`config.mk`:
```
export PLATFORM = sky130hd
export DESIGN_NAME = if_stage_ifid_reg_flat
export DESIGN_NICKNAME = d
export VERILOG_FILES = /design/src/rtl/if_stage_ifid_reg_if.sv /design/src/rtl/if_stage_ifid_reg.sv /design/src/flat_wrapper.sv
export SDC_FILE = /design/constraint.sdc
export NUM_CORES = 1
export LEC_CHECK = 0
export BUFFER_PORTS_ARGS = -buffer_cell sky130_fd_sc_hd__clkbuf_2
export CAP_MARGIN = 25
export CORE_AREA = 10 10 146 148
export CTS_CLUSTER_SIZE = 12
export DETAILED_ROUTE_END_ITERATION = 10
export DIE_AREA = 0 0 156 158
export GPL_TIMING_DRIVEN = 0
export SLEW_MARGIN = 20
export SYNTH_ARGS = -nofsm -noshare
export SYNTH_HDL_FRONTEND = slang
export SYNTH_SLANG_ARGS = --single-unit
```
`constraint.sdc`:
```
create_clock -name clk_i -period 3.7 [get_ports clk_i]
set_input_delay 0.185 -clock clk_i [delete_from_list [all_inputs] [get_ports clk_i]]
set_output_delay 0.185 -clock clk_i [all_outputs]
set_load 0.01 [all_outputs]
```
`src/rtl/if_stage_ifid_reg_if.sv`:
```
// ---------------------------------------------------------------------------
// if_stage_ifid_reg_if
//
// Bundles every non-clock/non-reset signal of the instruction-fetch stage.
//
//   Control inputs to the fetch stage:
//     start_i          start request (sticky once seen)
//     PCWrite_i        PC write enable from the hazard detector (0 = hold PC)
//     stall_i          IF/ID hold request from the hazard detector
//     flush_i          branch taken in ID, discard the fetch in flight
//     branch_target_i  redirect address, meaningful while flush_i=1
//     instr_i          instruction memory read data for pc_o (same cycle)
//   Outputs of the fetch stage:
//     pc_o             current fetch address
//     IFID_pc_o        PC of the instruction held in IF/ID
//     IFID_instr_o     instruction held in IF/ID
//     IFID_valid_o     1 = real instruction, 0 = bubble
//     stall_cnt_o      saturating count of started stall cycles
//     flush_cnt_o      saturating count of accepted flushes
//
// Modports:
//   slave  - the fetch stage itself
//   master - whatever drives it (pipeline control / instruction memory / bench)
// ---------------------------------------------------------------------------
interface if_stage_ifid_reg_if #(
    parameter int CNT_WIDTH = 32
);
    logic                 start_i;
    logic                 PCWrite_i;
    logic                 stall_i;
    logic                 flush_i;
    logic [31:0]          branch_target_i;
    logic [31:0]          instr_i;
    logic [31:0]          pc_o;
    logic [31:0]          IFID_pc_o;
    logic [31:0]          IFID_instr_o;
    logic                 IFID_valid_o;
    logic [CNT_WIDTH-1:0] stall_cnt_o;
    logic [CNT_WIDTH-1:0] flush_cnt_o;

    modport slave (
        input  start_i,
        input  PCWrite_i,
        input  stall_i,
        input  flush_i,
        input  branch_target_i,
        input  instr_i,
        output pc_o,
        output IFID_pc_o,
        output IFID_instr_o,
        output IFID_valid_o,
        output stall_cnt_o,
        output flush_cnt_o
    );

    modport master (
        output start_i,
        output PCWrite_i,
        output stall_i,
        output flush_i,
        output branch_target_i,
        output instr_i,
        input  pc_o,
        input  IFID_pc_o,
        input  IFID_instr_o,
        input  IFID_valid_o,
        input  stall_cnt_o,
        input  flush_cnt_o
    );
endinterface

```
`src/rtl/if_stage_ifid_reg.sv`:
```
// ---------------------------------------------------------------------------
// if_stage_ifid_reg
//
// Instruction-fetch front end: owns the program counter and the IF/ID latch.
// The PC drives instruction memory directly (pc_o is the PC register), and
// the memory answers combinationally on instr_i in the same cycle. Each
// running edge either advances the PC by 4, redirects it to a branch target,
// or holds it, and the IF/ID latch captures the fetched instruction, a
// bubble, or holds, according to the hazard detector and the ID-stage flush.
//
// Ports:
//   clk_i  clock, all state changes on the rising edge
//   rst_i  asynchronous active-low reset
//   bus    if_stage_ifid_reg_if.slave (control inputs, fetch/IFID outputs,
//          performance counters)
//
// Before the first start_i the stage idles: PC frozen at RESET_PC and the
// IF/ID latch is refilled with bubbles. The edge that samples start_i high is
// already a running edge.
// ---------------------------------------------------------------------------
module if_stage_ifid_reg #(
    parameter logic [31:0] RESET_PC  = 32'h0000_0000,
    parameter logic [31:0] NOP_INSTR = 32'h0000_0013,
    parameter int          CNT_WIDTH = 32
) (
    input  logic                 clk_i,
    input  logic                 rst_i,
    if_stage_ifid_reg_if.slave   bus
);

    typedef enum logic {
        IDLE = 1'b0,
        RUN  = 1'b1
    } state_t;

    state_t      stateReg, stateNext;

    logic [31:0] pcReg, pcNext;
    logic [31:0] ifidPcReg, ifidPcNext;
    logic [31:0] ifidInstrReg, ifidInstrNext;
    logic        ifidValidReg, ifidValidNext;

    // True when this edge follows the running rules, including the edge
    // that first samples start_i.
    logic        runEdge;

    // Per-counter increment request: [0] = stall, [1] = flush.
    logic [1:0]  cntInc;
    logic [CNT_WIDTH-1:0] cntVal [2];

    // -----------------------------------------------------------------------
    // State registers
    // -----------------------------------------------------------------------
    always_ff @(posedge clk_i or negedge rst_i) begin
        if (!rst_i) begin
            stateReg     <= IDLE;
            pcReg        <= RESET_PC;
            ifidPcReg    <= 32'h0000_0000;
            ifidInstrReg <= NOP_INSTR;
            ifidValidReg <= 1'b0;
        end else begin
            stateReg     <= stateNext;
            pcReg        <= pcNext;
            ifidPcReg    <= ifidPcNext;
            ifidInstrReg <= ifidInstrNext;
            ifidValidReg <= ifidValidNext;
        end
    end

    // -----------------------------------------------------------------------
    // Next-state / next-value logic
    // -----------------------------------------------------------------------
    always_comb begin
        stateNext     = stateReg;
        pcNext        = pcReg;
        ifidPcNext    = ifidPcReg;
        ifidInstrNext = ifidInstrReg;
        ifidValidNext = ifidValidReg;
        cntInc        = 2'b00;
        runEdge       = (stateReg == RUN) || bus.start_i;

        if (stateReg == IDLE && bus.start_i) begin
            stateNext = RUN;
        end

        if (!runEdge) begin
            // Idle: keep feeding bubbles tagged with the frozen PC.
            ifidPcNext    = pcReg;
            ifidInstrNext = NOP_INSTR;
            ifidValidNext = 1'b0;
        end else begin
            // PC: a stall always wins over a flush; the hazard detector
            // re-issues the flush once the stall has cleared.
            if (!bus.PCWrite_i || bus.stall_i) begin
                pcNext = pcReg;
            end else if (bus.flush_i) begin
                pcNext = {bus.branch_target_i[31:2], 2'b00};
            end else begin
                pcNext = pcReg + 32'd4;
            end

            // IF/ID: PCWrite_i alone does not hold the latch, so PCWrite_i=0
            // with no stall simply re-latches the same instruction.
            if (bus.stall_i) begin
                ifidPcNext    = ifidPcReg;
                ifidInstrNext = ifidInstrReg;
                ifidValidNext = ifidValidReg;
            end else if (bus.flush_i) begin
                ifidPcNext    = pcReg;
                ifidInstrNext = NOP_INSTR;
                ifidValidNext = 1'b0;
            end else begin
                ifidPcNext    = pcReg;
                ifidInstrNext = bus.instr_i;
                ifidValidNext = 1'b1;
            end

            cntInc[0] = bus.stall_i;
            cntInc[1] = bus.flush_i && !bus.stall_i;
        end
    end

    // -----------------------------------------------------------------------
    // Saturating performance counters
    // -----------------------------------------------------------------------
    genvar gi;
    generate
        for (gi = 0; gi < 2; gi++) begin : gCnt
            logic [CNT_WIDTH-1:0] cntReg;

            always_ff @(posedge clk_i or negedge rst_i) begin
                if (!rst_i) begin
                    cntReg <= '0;
                end else if (cntInc[gi] && !(&cntReg)) begin
                    cntReg <= cntReg + CNT_WIDTH'(1);
                end
            end

            assign cntVal[gi] = cntReg;
        end
    endgenerate

    // -----------------------------------------------------------------------
    // Outputs: all straight from registers
    // -----------------------------------------------------------------------
    assign bus.pc_o         = pcReg;
    assign bus.IFID_pc_o    = ifidPcReg;
    assign bus.IFID_instr_o = ifidInstrReg;
    assign bus.IFID_valid_o = ifidValidReg;
    assign bus.stall_cnt_o  = cntVal[0];
    assign bus.flush_cnt_o  = cntVal[1];

endmodule

```
`src/flat_wrapper.sv`:
```
// flat-port wrapper written by rule: the top's interface ports become plain ports
module if_stage_ifid_reg_flat 
#(
    parameter logic [31:0] RESET_PC  = 32'h0000_0000,
    parameter logic [31:0] NOP_INSTR = 32'h0000_0013,
    parameter int          CNT_WIDTH = 32
)
  (clk_i, rst_i, bus_start_i, bus_PCWrite_i, bus_stall_i, bus_flush_i, bus_branch_target_i, bus_instr_i, bus_pc_o, bus_IFID_pc_o, bus_IFID_instr_o, bus_IFID_valid_o, bus_stall_cnt_o, bus_flush_cnt_o);
  if_stage_ifid_reg_if #(.CNT_WIDTH(CNT_WIDTH)) bus_i ();
  input  logic clk_i;
  input  logic rst_i;
  input wire logic [$bits(bus_i.start_i)-1:0] bus_start_i;
  input wire logic [$bits(bus_i.PCWrite_i)-1:0] bus_PCWrite_i;
  input wire logic [$bits(bus_i.stall_i)-1:0] bus_stall_i;
  input wire logic [$bits(bus_i.flush_i)-1:0] bus_flush_i;
  input wire logic [$bits(bus_i.branch_target_i)-1:0] bus_branch_target_i;
  input wire logic [$bits(bus_i.instr_i)-1:0] bus_instr_i;
  output wire logic [$bits(bus_i.pc_o)-1:0] bus_pc_o;
  output wire logic [$bits(bus_i.IFID_pc_o)-1:0] bus_IFID_pc_o;
  output wire logic [$bits(bus_i.IFID_instr_o)-1:0] bus_IFID_instr_o;
  output wire logic [$bits(bus_i.IFID_valid_o)-1:0] bus_IFID_valid_o;
  output wire logic [$bits(bus_i.stall_cnt_o)-1:0] bus_stall_cnt_o;
  output wire logic [$bits(bus_i.flush_cnt_o)-1:0] bus_flush_cnt_o;
  assign bus_i.start_i = bus_start_i;
  assign bus_i.PCWrite_i = bus_PCWrite_i;
  assign bus_i.stall_i = bus_stall_i;
  assign bus_i.flush_i = bus_flush_i;
  assign bus_i.branch_target_i = bus_branch_target_i;
  assign bus_i.instr_i = bus_instr_i;
  assign bus_pc_o = bus_i.pc_o;
  assign bus_IFID_pc_o = bus_i.IFID_pc_o;
  assign bus_IFID_instr_o = bus_i.IFID_instr_o;
  assign bus_IFID_valid_o = bus_i.IFID_valid_o;
  assign bus_stall_cnt_o = bus_i.stall_cnt_o;
  assign bus_flush_cnt_o = bus_i.flush_cnt_o;
  if_stage_ifid_reg #(.RESET_PC(RESET_PC), .NOP_INSTR(NOP_INSTR), .CNT_WIDTH(CNT_WIDTH)) u_core (.clk_i(clk_i), .rst_i(rst_i), .bus(bus_i));
endmodule
```
# After elaboration in Yosys (flattened, before gate mapping)
# Cells that the tools add are included.
# op_classes
addsub	3
eq_ne	1
n_mux	10
n_bitwise	2
n_reduce_logical	13
# ops
op	n
2-to-1 mux 32 bit	6
adder 32 x 1 -> 32 bit (second input constant)	2
AND reduction 32 bit	2
adder 32 x 3 -> 32 bit (second input constant)	1
logical AND 1 bit	4
zero test 1 bit	4
2-to-1 mux 1 bit	3
logical OR 1 bit	2
2-to-1 mux 2 bit	1
inequality test 2 bit (second input constant)	1
NOT 1 bit	2
AND reduction 2 bit	1
# totals
register_bits	162
input_bits	70
out_inout_bits	161
elab_cells	36

# Longest topological paths before layout
# Gate-level depths: netlist of the first run.
# depth
word_depth	4
depth_mapped	7

# Worst setup path after synthesis of the first run
# No wires, ideal clock.
# synth_path
kind	reg-to-reg
start	register u_core.gCnt[1].cntReg[19] (netlist: u_core.bus.flush_cnt_o[19])
end	register u_core.gCnt[1].cntReg[1] (netlist: u_core.bus.flush_cnt_o[1])
setup_time_ns	0.125
arrival_time_ns	2.014
setup_slack_ns	1.560
path_stages_with_launch	6
path_buffers	0
period_less_slack_ns	2.140
path_cell_list	dfrtp_1 nand4_2 or4_4 or3_4 and2_4 mux2_4
# synth_via
elab_chain_cells	3
# synth_rtl
element	line	source
start: declaration	if_stage_ifid_reg.sv:129	logic [CNT_WIDTH-1:0] cntReg;
start signal: assignment	if_stage_ifid_reg.sv:135	cntReg <= cntReg + CNT_WIDTH'(1);
AND reduction 32 bit	if_stage_ifid_reg.sv:134	end else if (cntInc[gi] && !(&cntReg)) begin
zero test 1 bit	if_stage_ifid_reg.sv:134	
logical AND 1 bit	if_stage_ifid_reg.sv:134	
# Every way passes these cells.
# A chain may end at the register's enable or synchronous reset.

# Final worst setup path of the first run
# layout_path
start	register u_core.gCnt[0].cntReg[12] (netlist: u_core.bus.stall_cnt_o[12])
end	register u_core.gCnt[0].cntReg[1] (netlist: u_core.bus.stall_cnt_o[1])
# layout_via
elab_chain_cells	3
# layout_rtl
element	line
start: declaration	if_stage_ifid_reg.sv:129
start signal: assignment	if_stage_ifid_reg.sv:135
AND reduction 32 bit	if_stage_ifid_reg.sv:134
zero test 1 bit	if_stage_ifid_reg.sv:134
logical AND 1 bit	if_stage_ifid_reg.sv:134
# Every way passes these cells.

==> results of run 1 <==
-- worst max-delay path, cell delays in order (launching register included) --
cell	delay (ns)
dfrtp_1	0.44
nand4_1	0.15
nor4_1	0.77
nand3_1	0.52
nand2_1	0.27
mux2_2	0.35
-- worst max path at each step --
stage	slack [ns]	endpoint	startpoint	cells after the start
floorplan	1.56	u_core.bus.flush_cnt_o[1]	u_core.bus.flush_cnt_o[19]	5
global placement	-0.48	u_core.bus.pc_o[28]	rst_i	1
detailed placement	1.15	u_core.bus.stall_cnt_o[1]	u_core.bus.stall_cnt_o[12]	5
CTS	1.11	u_core.bus.stall_cnt_o[1]	u_core.bus.stall_cnt_o[12]	5
global route	0.86	u_core.bus.stall_cnt_o[1]	u_core.bus.stall_cnt_o[13]	5
finish	1.10	u_core.bus.stall_cnt_o[1]	u_core.bus.stall_cnt_o[12]	5
-- power breakdown --
group	leakage [nW]	switching, mW	internal (mW)	total (mW)
Clock	0.297	0.814	1.03	1.85
Sequential	2.01	0.237	1.92	2.16
Combinational	2.50	0.483	0.377	0.860
-- sequential cells by signal (all words and copies together), names as in the netlist --
name                     count
u_core.stateReg              1
u_core.bus.IFID_pc_o        30
u_core.bus.IFID_valid_o      1
u_core.bus.stall_cnt_o      32
u_core.bus.flush_cnt_o      32
u_core.bus.pc_o             30
u_core.bus.IFID_instr_o     32
-- per-layer routing --
metal / up-vias / track usage [%] / routed length (um)
met5: - / 0 / 0
met4: 0 / 5.58 / 396
met3: 24 / 5.73 / 1730
met2: 245 / 31.1 / 11400
met1: 3203 / 24.8 / 10600
li1: 3172 / - / -
-- placed cells by master (no fill, tap or decap), drive strengths merged, types with 5 or more instances in the layout --
cell type and count:
xor2 28, or4 7, nor3 27, xnor2 30
buf 11, dlygate4sd3 37, o21ai 15, a22o 29
or3 5, nand2 126, nor2 30, mux2i 9
o22ai 17, nor4 14, clkbuf 268, a21oi 18
inv 24, nand3 40, nand4 31, and4 5
dfrtp 155, and3 23
-- final cells by class --
| cell class | instances | area (um^2) | area share (%) |
|---|---|---|---|
| Buffer | 37 | 156 | 1.61 |
| Clock buffer | 17 | 425 | 4.37 |
| Clock inverter | 15 | 186 | 1.92 |
| Inverter | 13 | 48.8 | 0.501 |
| Multi-Input combinational cell | 515 | 3140 | 32.2 |
| Sequential cell | 158 | 3960 | 40.7 |
| Tap cell | 234 | 293 | 3.01 |
| Timing Repair Buffer | 262 | 1530 | 15.7 |
-- cells by family after synthesis --
logic type	count (synthesis)	share of synthesized area [%]
adder cells (fa/ha/maj)	3	0.515
XOR/XNOR	58	6.97
flip-flops	158	54.3
buffers and inverters	50	2.82
multiplexers	13	1.91
AND/OR/NAND/NOR	324	22.2
AO/OA/AOI/OAI	113	11.2
other	1	0.0515
-- per-stage QoR --
stage | total power [mW] | utilization [%] | std cells
after floorplan | 2.57 | - | 723
after global routing | 5.11 | 52.7 | 1251
final | 4.87 | 52.7 | 1251
after global placement | 3.01 | 47.2 | 1181
after CTS | 4.93 | 52.7 | 1251
after detailed placement | 3.03 | 47.4 | 1182
-- what timing repair did --
item | CTS | global route
endpoints found under the setup margin | 0 | 0
hold endpoints to repair | 109 | 0
hold buffers | 37 | 0
resized for setup | 0 | 0
==> results.yml, run 1 <==
run_status:
  status: "complete, no violations"
hold_path:
  hp-start: "bus_instr_i[30]"
  holdPathEnd: "u_core.bus.IFID_instr_o[30]"
  hp-class: "input pin to register"
  min_path_cells: 2
place:
  post-place-ws_ns: 1.15
  place_area_um2: 8750
  io_buffers: 224
  place.detailed.hpwl_um: 17400
  gp_congestion: 0.821
clock_tree:
  cts_setup_buffers: 0
  cts_tree: "done"
  clockBufferDepth: 2
  clkSlewWorstSetupHoldPaths_ns: 0.07
  clockRootBuffer: "clkbuf_16"
  htree_levels: 4
  clock_sink_count: 158
  cts_made_buffers: 17
  insertion_delay_ns: 0.43
floorplanning:
  die-area_um2: 24600
  die_h_um: 158
  num_rows: 50
  core_area_um2: 18500
  die_width_um: 156
  ios: 231
  start_util_pct: 39.5
synth:
  synth.avg_cell_area_um2: 10.1
  ys_seq_elements: 158
  synthTopCellsByArea: "dfrtp_1 (53%), nand2_1 (6.5%), xnor2_1 (3.6%)"
  synth_cells: 720
  synth_top_area_share_pct: 53.2
  yosysUniqueCellTypes: 61
  ys_top_cells_by_count: "dfrtp_1 (155), nand2_1 (126), nand3_1 (40)"
  yosys_warnings: 0
  yosysSeqAreaShare_pct: 54.3
  synth_edf_count: 0
  ys.flop_type: "dfrtp_1"
  synth_top_cell_by_area: "dfrtp_1"
  synth_most_common_cell: "dfrtp_1"
  syn_area_um2: 7290
  synthArstFlopShare_pct: 100
flow_run:
  cap_violations: 0
timing:
  maxClockFrequency_mhz: 384
  finalHoldViolCount: 0
  finalSetupTns_ns: 0
  hold_ws_ns: 0.0155
  worstMarginPinSlew_ns: 0.861
  period_needed_ns: 2.60
  period_share_pct: 70.4
  fin_ws_ns: 1.10
  relSlewSlack_pct: 42.0
  maxSlewViolCount: 0
  setup_viol: 0
  skew_ns: 0.0107
  rsz0062_at_grt: "false"
grt:
  grt_start_max_net_pins: 86
  grt.total_usage_pct: 19.4
  grt_antenna_before_repair: 0
  grt_pass1_wl_um: 38200
  grt_pass1_vias: 6677
  overflow: 0
routing:
  drt_iter0_drc: 424
  wire_per_inst_um: 19.2
  drt_wl_total_um: 24100
  vias: 6644
  dr.pass1.iters: 5
  viasPerCell: 5.31
  final_antenna_net_count: 0
  drc: 0
setup_path:
  worstPathArrival_ns: 2.92
  start_kind: "register"
  worstReg2RegStart: "u_core.bus.stall_cnt_o[12]"
  cp_max_fo: 9
  reg2reg_depth: 5
  r2r_end: "u_core.bus.stall_cnt_o[1]"
  required_ns: 4.02
  r2r_slack_ns: 1.10
  critPathCaptureType: "register"
  critPathKind: "register to register"
pwr:
  vdd_drop_max_v: 0.000322
  power_density_nw_per_um2: 500
  p_leak_nw: 4.81
layout:
  antennaDiodeCount: 0
  final_area_um2: 9730
  nets: 1077
  drive_gt1_share_pct: 27.8
  syn_to_final_growth_pct: 33.5
  nFillCells: 1740
Note: power is estimated with default switching activity, not from simulation.
==> inputs of run 2 (changes only) <==
Clock period 3.7 ns to 2.7 ns, I/O delays scaled along.
==> run 2 against run 1 <==
Die area is the same. Fmax grew 4.3%. Combinational power up 41%. Power up 37%. Cell count rose by 1.7%. Final area rose by 2.2%. Sequential share of layout area shrank 0.89 points.
==> results.yml, run 2 (synthesis gave the netlist of run 1 again) <==
setup_path:
  path_cells: "ha_1 -> nand3_1 -> nor3_1 -> nand3_1 -> nand2_1 -> mux2_2"
  required_ns: 3.01
  r2r_slack_ns: 0.20
  worstPathArrival_ns: 2.81
  reg2reg_depth: 6
  cp_max_fo: 9
  worstReg2RegStart: "u_core.bus.stall_cnt_o[0]"
  cpMostUsedCell: "nand3_1"
  r2r_end: "u_core.bus.stall_cnt_o[1]"
  critPathCaptureType: "register"
  critPathKind: "register to register"
  crit_start: "u_core.bus.stall_cnt_o[0]"
  critPathSlowestCell: "nand3_1"
  slowest_delay_ns: 0.48
  start_kind: "register"
run_status:
  status: "complete, no violations"
layout:
  layout_commonest_cell: "clkbuf_2"
  antennaDiodeCount: 0
  syn_to_final_growth_pct: 36.5
  nets: 1098
  drive_gt1_share_pct: 27.4
  post-route-util_pct: 53.9
  final_cell_mix: "clkbuf_2 (223), dfrtp_1 (155), nand2_1 (126)"
  final_cells: 1272
hold_path:
  holdPathEnd: "u_core.bus.pc_o[15]"
  hp-start: "bus_branch_target_i[15]"
  hp-class: "input pin to register"
  min_path_cells: 3
grt:
  grt_pass1_vias: 6802
  grt_pass1_wl_um: 38600
  grt_antenna_before_repair: 0
  overflow: 0
  grt.total_usage_pct: 19.6
  grt_start_max_net_pins: 86
routing:
  drc: 0
  vias: 6713
  dr.pass1.iters: 5
  final_antenna_net_count: 0
  wire_per_inst_um: 19.1
  drt_iter0_drc: 421
  drt_wl_total_um: 24300
  viasPerCell: 5.28
clock_tree:
  insertion_delay_ns: 0.42
  clkSlewWorstSetupHoldPaths_ns: 0.07
  cts_made_buffers: 17
  cts_tree: "done"
  clockRootBuffer: "clkbuf_16"
  clockBufferDepth: 2
  htree_levels: 4
  cts_setup_buffers: 0
  clock_sink_count: 158
flow_run:
  cap_violations: 0
floorplanning:
  start_util_pct: 39.5
  die_width_um: 156
  ios: 231
  core_area_um2: 18500
  die-area_um2: 24600
  num_rows: 50
  die_h_um: 158
place:
  placed_cells: 1182
  place.detailed.hpwl_um: 17400
  gp_congestion: 0.821
  io_buffers: 224
pwr:
  vdd_drop_max_v: 0.000434
  p_leak_nw: 4.90
  power_density_nw_per_um2: 672
timing:
  maxSlewViolCount: 0
  rsz0062_at_grt: "false"
  skew_ns: 0.00750
  relSlewSlack_pct: 47.6
  setup_viol: 0
  maxClockFrequency_mhz: 401
  worstMarginPinSlew_ns: 0.779
  hold_ws_ns: 0.0141
  period_needed_ns: 2.50
  finalHoldViolCount: 0
  period_share_pct: 92.5
run 2: worst max-delay path: cells and delay by family, from the launching register on:
kind / cells / cell delay [ns]
fa+ha+maj: 1 / 0.28
flops: 1 / 0.43
mux: 1 / 0.35
simple gates: 4 / 1.32
run 2: routing by layer:
layer  part of all wire, %  routed length [um]  GRT usage (%)  vias to the layer above
met2                    47               11500           31.4                      228
met4                   1.8                 445           6.25                        0
met3                   6.6                1620           5.70                       30
li1                      -                   -              -                     3214
met5                     0                   0              0                        -
met1                    44               10800           25.0                     3241
run 2: metrics by stage:
stage | instance area (um^2) | power [mW] | setup WS [ns] | TNS, ns
after floorplan | 7300 | 3.52 | 0.560 | 0
after global placement | 8710 | 4.12 | -1.43 | -219.86
after detailed placement | 8750 | 4.15 | 0.154 | 0
after CTS | 9940 | 6.78 | 0.106 | 0
after global routing | 9950 | 7.03 | 0.0820 | 0
final | 9950 | 6.69 | 0.204 | 0
run 2: repair_timing:
action | CTS | global route
endpoints found under the setup margin | 0 | 1
hold buffers | 58 | 0
endpoints found under the hold margin | 130 | 0
resized for setup | 0 | 1
run 2: power by group:
group / switching (mW) / internal [mW] / leakage (nW)
logic: 0.669 / 0.536 / 2.59
clock network: 1.11 / 1.42 / 0.297
registers: 0.326 / 2.64 / 2.01
run 2: worst max path at each step:
stage | end | slack [ns]
2_1_floorplan | u_core.bus.flush_cnt_o[1] | 0.56
3_3_place_gp | u_core.bus.IFID_pc_o[24] | -1.43
3_5_place_dp | u_core.bus.stall_cnt_o[1] | 0.15
4_1_cts | u_core.bus.stall_cnt_o[1] | 0.11
5_1_grt | u_core.bus.stall_cnt_o[1] | 0.08
6_report | u_core.bus.stall_cnt_o[1] | 0.20
run 2: final cells by class:
cell class / instances / area [um^2]
plain buffers: 37 / 156
clock buffers: 17 / 425
clock inverters: 15 / 186
fillers: 1724 / 8510
inverters: 13 / 48.8
multi-input cells: 515 / 3140
flip-flops and latches: 158 / 3960
well taps: 234 / 293
repair buffers: 283 / 1740
==> inputs of run 3 (changes only) <==
Settings changed: ABC_AREA from default to 1, CORE_AREA 10 10 146 148 to 10 10 160 162, DIE_AREA 0 0 156 158 to 0 0 170 172.
==> run 3 against run 2 <==
Sequential power is 2% higher. Critical endpoint is now u_core.bus.pc_o[18]. Fmax is 25% higher. Count of clock-buffer cells in the layout is 6 higher. Core utilization is 3.6 points lower. Sequential share of layout area is 4.6 points lower. Highest routed layer unchanged. Synthesized cell count is 71% higher. Combinational power is 21% higher. Die area is 19% higher. Power is 2.7% higher. Largest power group unchanged. Via count is 33% higher. Critical path depth is 4 higher.
==> results.yml, run 3 <==
timing:
  skew_ns: 0.0124
  finalSetupTns_ns: 0
  worstMarginPinSlew_ns: 0.610
  fin_ws_ns: 0.702
  relSlewSlack_pct: 59.3
  finalHoldViolCount: 0
  rsz0062_at_grt: "false"
  period_needed_ns: 2.00
  maxSlewViolCount: 0
  maxClockFrequency_mhz: 500
  period_share_pct: 74.0
  setup_viol: 0
clock_tree:
  clockBufferDepth: 2
  clockRootBuffer: "clkbuf_16"
  cts_tree: "done"
  insertion_delay_ns: 0.43
  cts_setup_buffers: 0
  htree_levels: 4
  clkSlewWorstSetupHoldPaths_ns: 0.07
  clock_sink_count: 158
  cts_made_buffers: 17
routing:
  dr.pass1.iters: 5
  vias: 8949
  drc: 0
  drt_wl_total_um: 29600
  final_antenna_net_count: 0
  drt_iter0_drc: 531
  viasPerCell: 4.93
  wire_per_inst_um: 16.3
layout:
  final_cell_mix: "nand2_1 (516), clkbuf_2 (222), nor2_1 (173)"
  post-route-util_pct: 50.3
  drive_gt1_share_pct: 19.9
  nets: 1587
  syn_to_final_growth_pct: 28.1
  layout_commonest_cell: "nand2_1"
hold_path:
  hp-class: "input pin to register"
pwr:
  p_sw_share_pct: 32.8
  switchingPower_mw: 2.25
  internal-power_mw: 4.61
  seq_power_share_pct: 43.8
  power_density_nw_per_um2: 611
  p_leak_nw: 5.63
  p_comb_share_pct: 21.4
  clock_power_share_pct: 34.8
  finalPower_mw: 6.87
  vdd_drop_max_v: 0.000346
place:
  io_buffers: 223
  place.detailed.hpwl_um: 22600
  post-place-ws_ns: 0.731
  gp_congestion: 0.922
floorplanning:
  ios: 231
  num_rows: 55
  start_util_pct: 39.2
  core_area_um2: 22400
  die_h_um: 172
  die-area_um2: 29200
  die_width_um: 170
synth:
  synth.avg_cell_area_um2: 7.13
  synthArstFlopShare_pct: 100
  synth_top_area_share_pct: 44.2
  synth_edf_count: 0
  ys.flop_type: "dfrtp_1"
  ys_top_cells_by_count: "nand2_1 (516), nor2_1 (173), dfrtp_1 (155), inv_1 (79), o21ai_0 (59)"
  yosys_warnings: 0
  synthTopCellsByArea: "dfrtp_1 (44%), nand2_1 (22%), nor2_1 (7.4%)"
  syn_area_um2: 8780
  yosysUniqueCellTypes: 35
  synth_cells: 1231
  yosysSeqAreaShare_pct: 45.1
  synth_top_cell_by_area: "dfrtp_1"
  synth_most_common_cell: "nand2_1"
  ys_seq_elements: 158
grt:
  grt.total_usage_pct: 20.5
  grt_pass1_wl_um: 47400
  grt_antenna_before_repair: 2
  grt_pass1_vias: 8917
  grt_start_max_net_pins: 88
  overflow: 0
setup_path:
  setup.worst_path.end: "u_core.bus.pc_o[18]"
  start_kind: "register"
  crit_start: "u_core.bus.pc_o[3]"
  critPathCaptureType: "register"
  worstPathArrival_ns: 2.33
  r2r_end: "u_core.bus.pc_o[18]"
  reg2reg_depth: 10
  cp_max_fo: 7
  worstReg2RegStart: "u_core.bus.pc_o[3]"
  r2r_slack_ns: 0.70
  critPathKind: "register to register"
  required_ns: 3.03
run_status:
  status: "complete, no violations"
flow_run:
  cap_violations: 0
-- run 3: layout make-up --
| cell class | instances | area [um^2] |
|---|---|---|
| Buffer | 41 | 226 |
| Multi-Input combinational cell | 951 | 4290 |
| Timing Repair Buffer | 261 | 1520 |
| Fill cell | 2267 | 11100 |
| Clock inverter | 9 | 111 |
| Sequential cell | 158 | 3960 |
| Clock buffer | 23 | 458 |
| Inverter | 84 | 315 |
| Tap cell | 285 | 357 |
| Antenna cell | 2 | 5.00 |
-- run 3: critical path: stages, from the launching register on --
cell     delay, ns
dfrtp_1       0.46
ha_1          0.25
nand2_1       0.07
nor2_1        0.38
nand2_2       0.17
nor2_4        0.23
inv_1         0.08
o21ai_1       0.12
nand2_1       0.06
nand2_1       0.05
inv_1         0.03
-- run 3: cell families (layout without fill, tap and decap cells) --
kind of cell	after synthesis	count (layout)	share of synthesized area (%)
AO/OA/AOI/OAI	123	123	8.74
XOR/XNOR	25	25	2.50
adder cells (fa/ha/maj)	3	3	0.428
buffers and inverters	125	418	6.17
flip-flops	158	158	45.1
other	1	6	0.0427
AND/OR/NAND/NOR	796	796	37.0
-- run 3: power groups by stage --
stage	logic, mW	registers, mW	clock network (mW)
after detailed placement	1.44	3.05	0
after global placement	1.41	3.04	0
final	1.47	3.01	2.39
after global routing	1.66	3.06	2.52
after CTS	1.49	3.01	2.44
after floorplan	0.654	3.10	0
-- run 3: routing by layer --
metal	wire length [um]	GRT usage (%)	up-vias
met5	0	0	-
met4	770	7.89	0
met3	1840	4.58	47
met2	14300	34.2	273
met1	12700	25.3	4181
li1	-	-	4448
-- run 3: what timing repair did --
| action | CTS | global route |
|---|---|---|
| gates resized for setup | 0 | 0 |
| endpoints found under the hold margin | 107 | 0 |
| hold buffers | 37 | 0 |
-- run 3: through the flow --
| step | cell area, um^2 | instances | hold WS (ns) |
|---|---|---|---|
| 2_1_floorplan | 8790 | 1234 | -0.161 |
| 3_3_place_gp | 10300 | 1742 | 0.354 |
| 3_5_place_dp | 10300 | 1743 | 0.205 |
| 4_1_cts | 11200 | 1812 | 0.00734 |
| 5_1_grt | 11200 | 1814 | 0.0353 |
| 6_report | 11200 | 1814 | 0.0252 |
-- run 3: worst min path at each step --
stage	slack (ns)	cells after the start	start	end
floorplan	-0.16	0	rst_i	u_core.bus.IFID_instr_o[10]
global placement	0.35	2	bus_instr_i[15]	u_core.bus.IFID_instr_o[15]
detailed placement	0.20	1	rst_i	u_core.bus.stall_cnt_o[7]
CTS	0.007	3	bus_branch_target_i[9]	u_core.bus.pc_o[9]
global route	0.04	3	bus_branch_target_i[9]	u_core.bus.pc_o[9]
finish	0.03	5	bus_branch_target_i[18]	u_core.bus.pc_o[18]
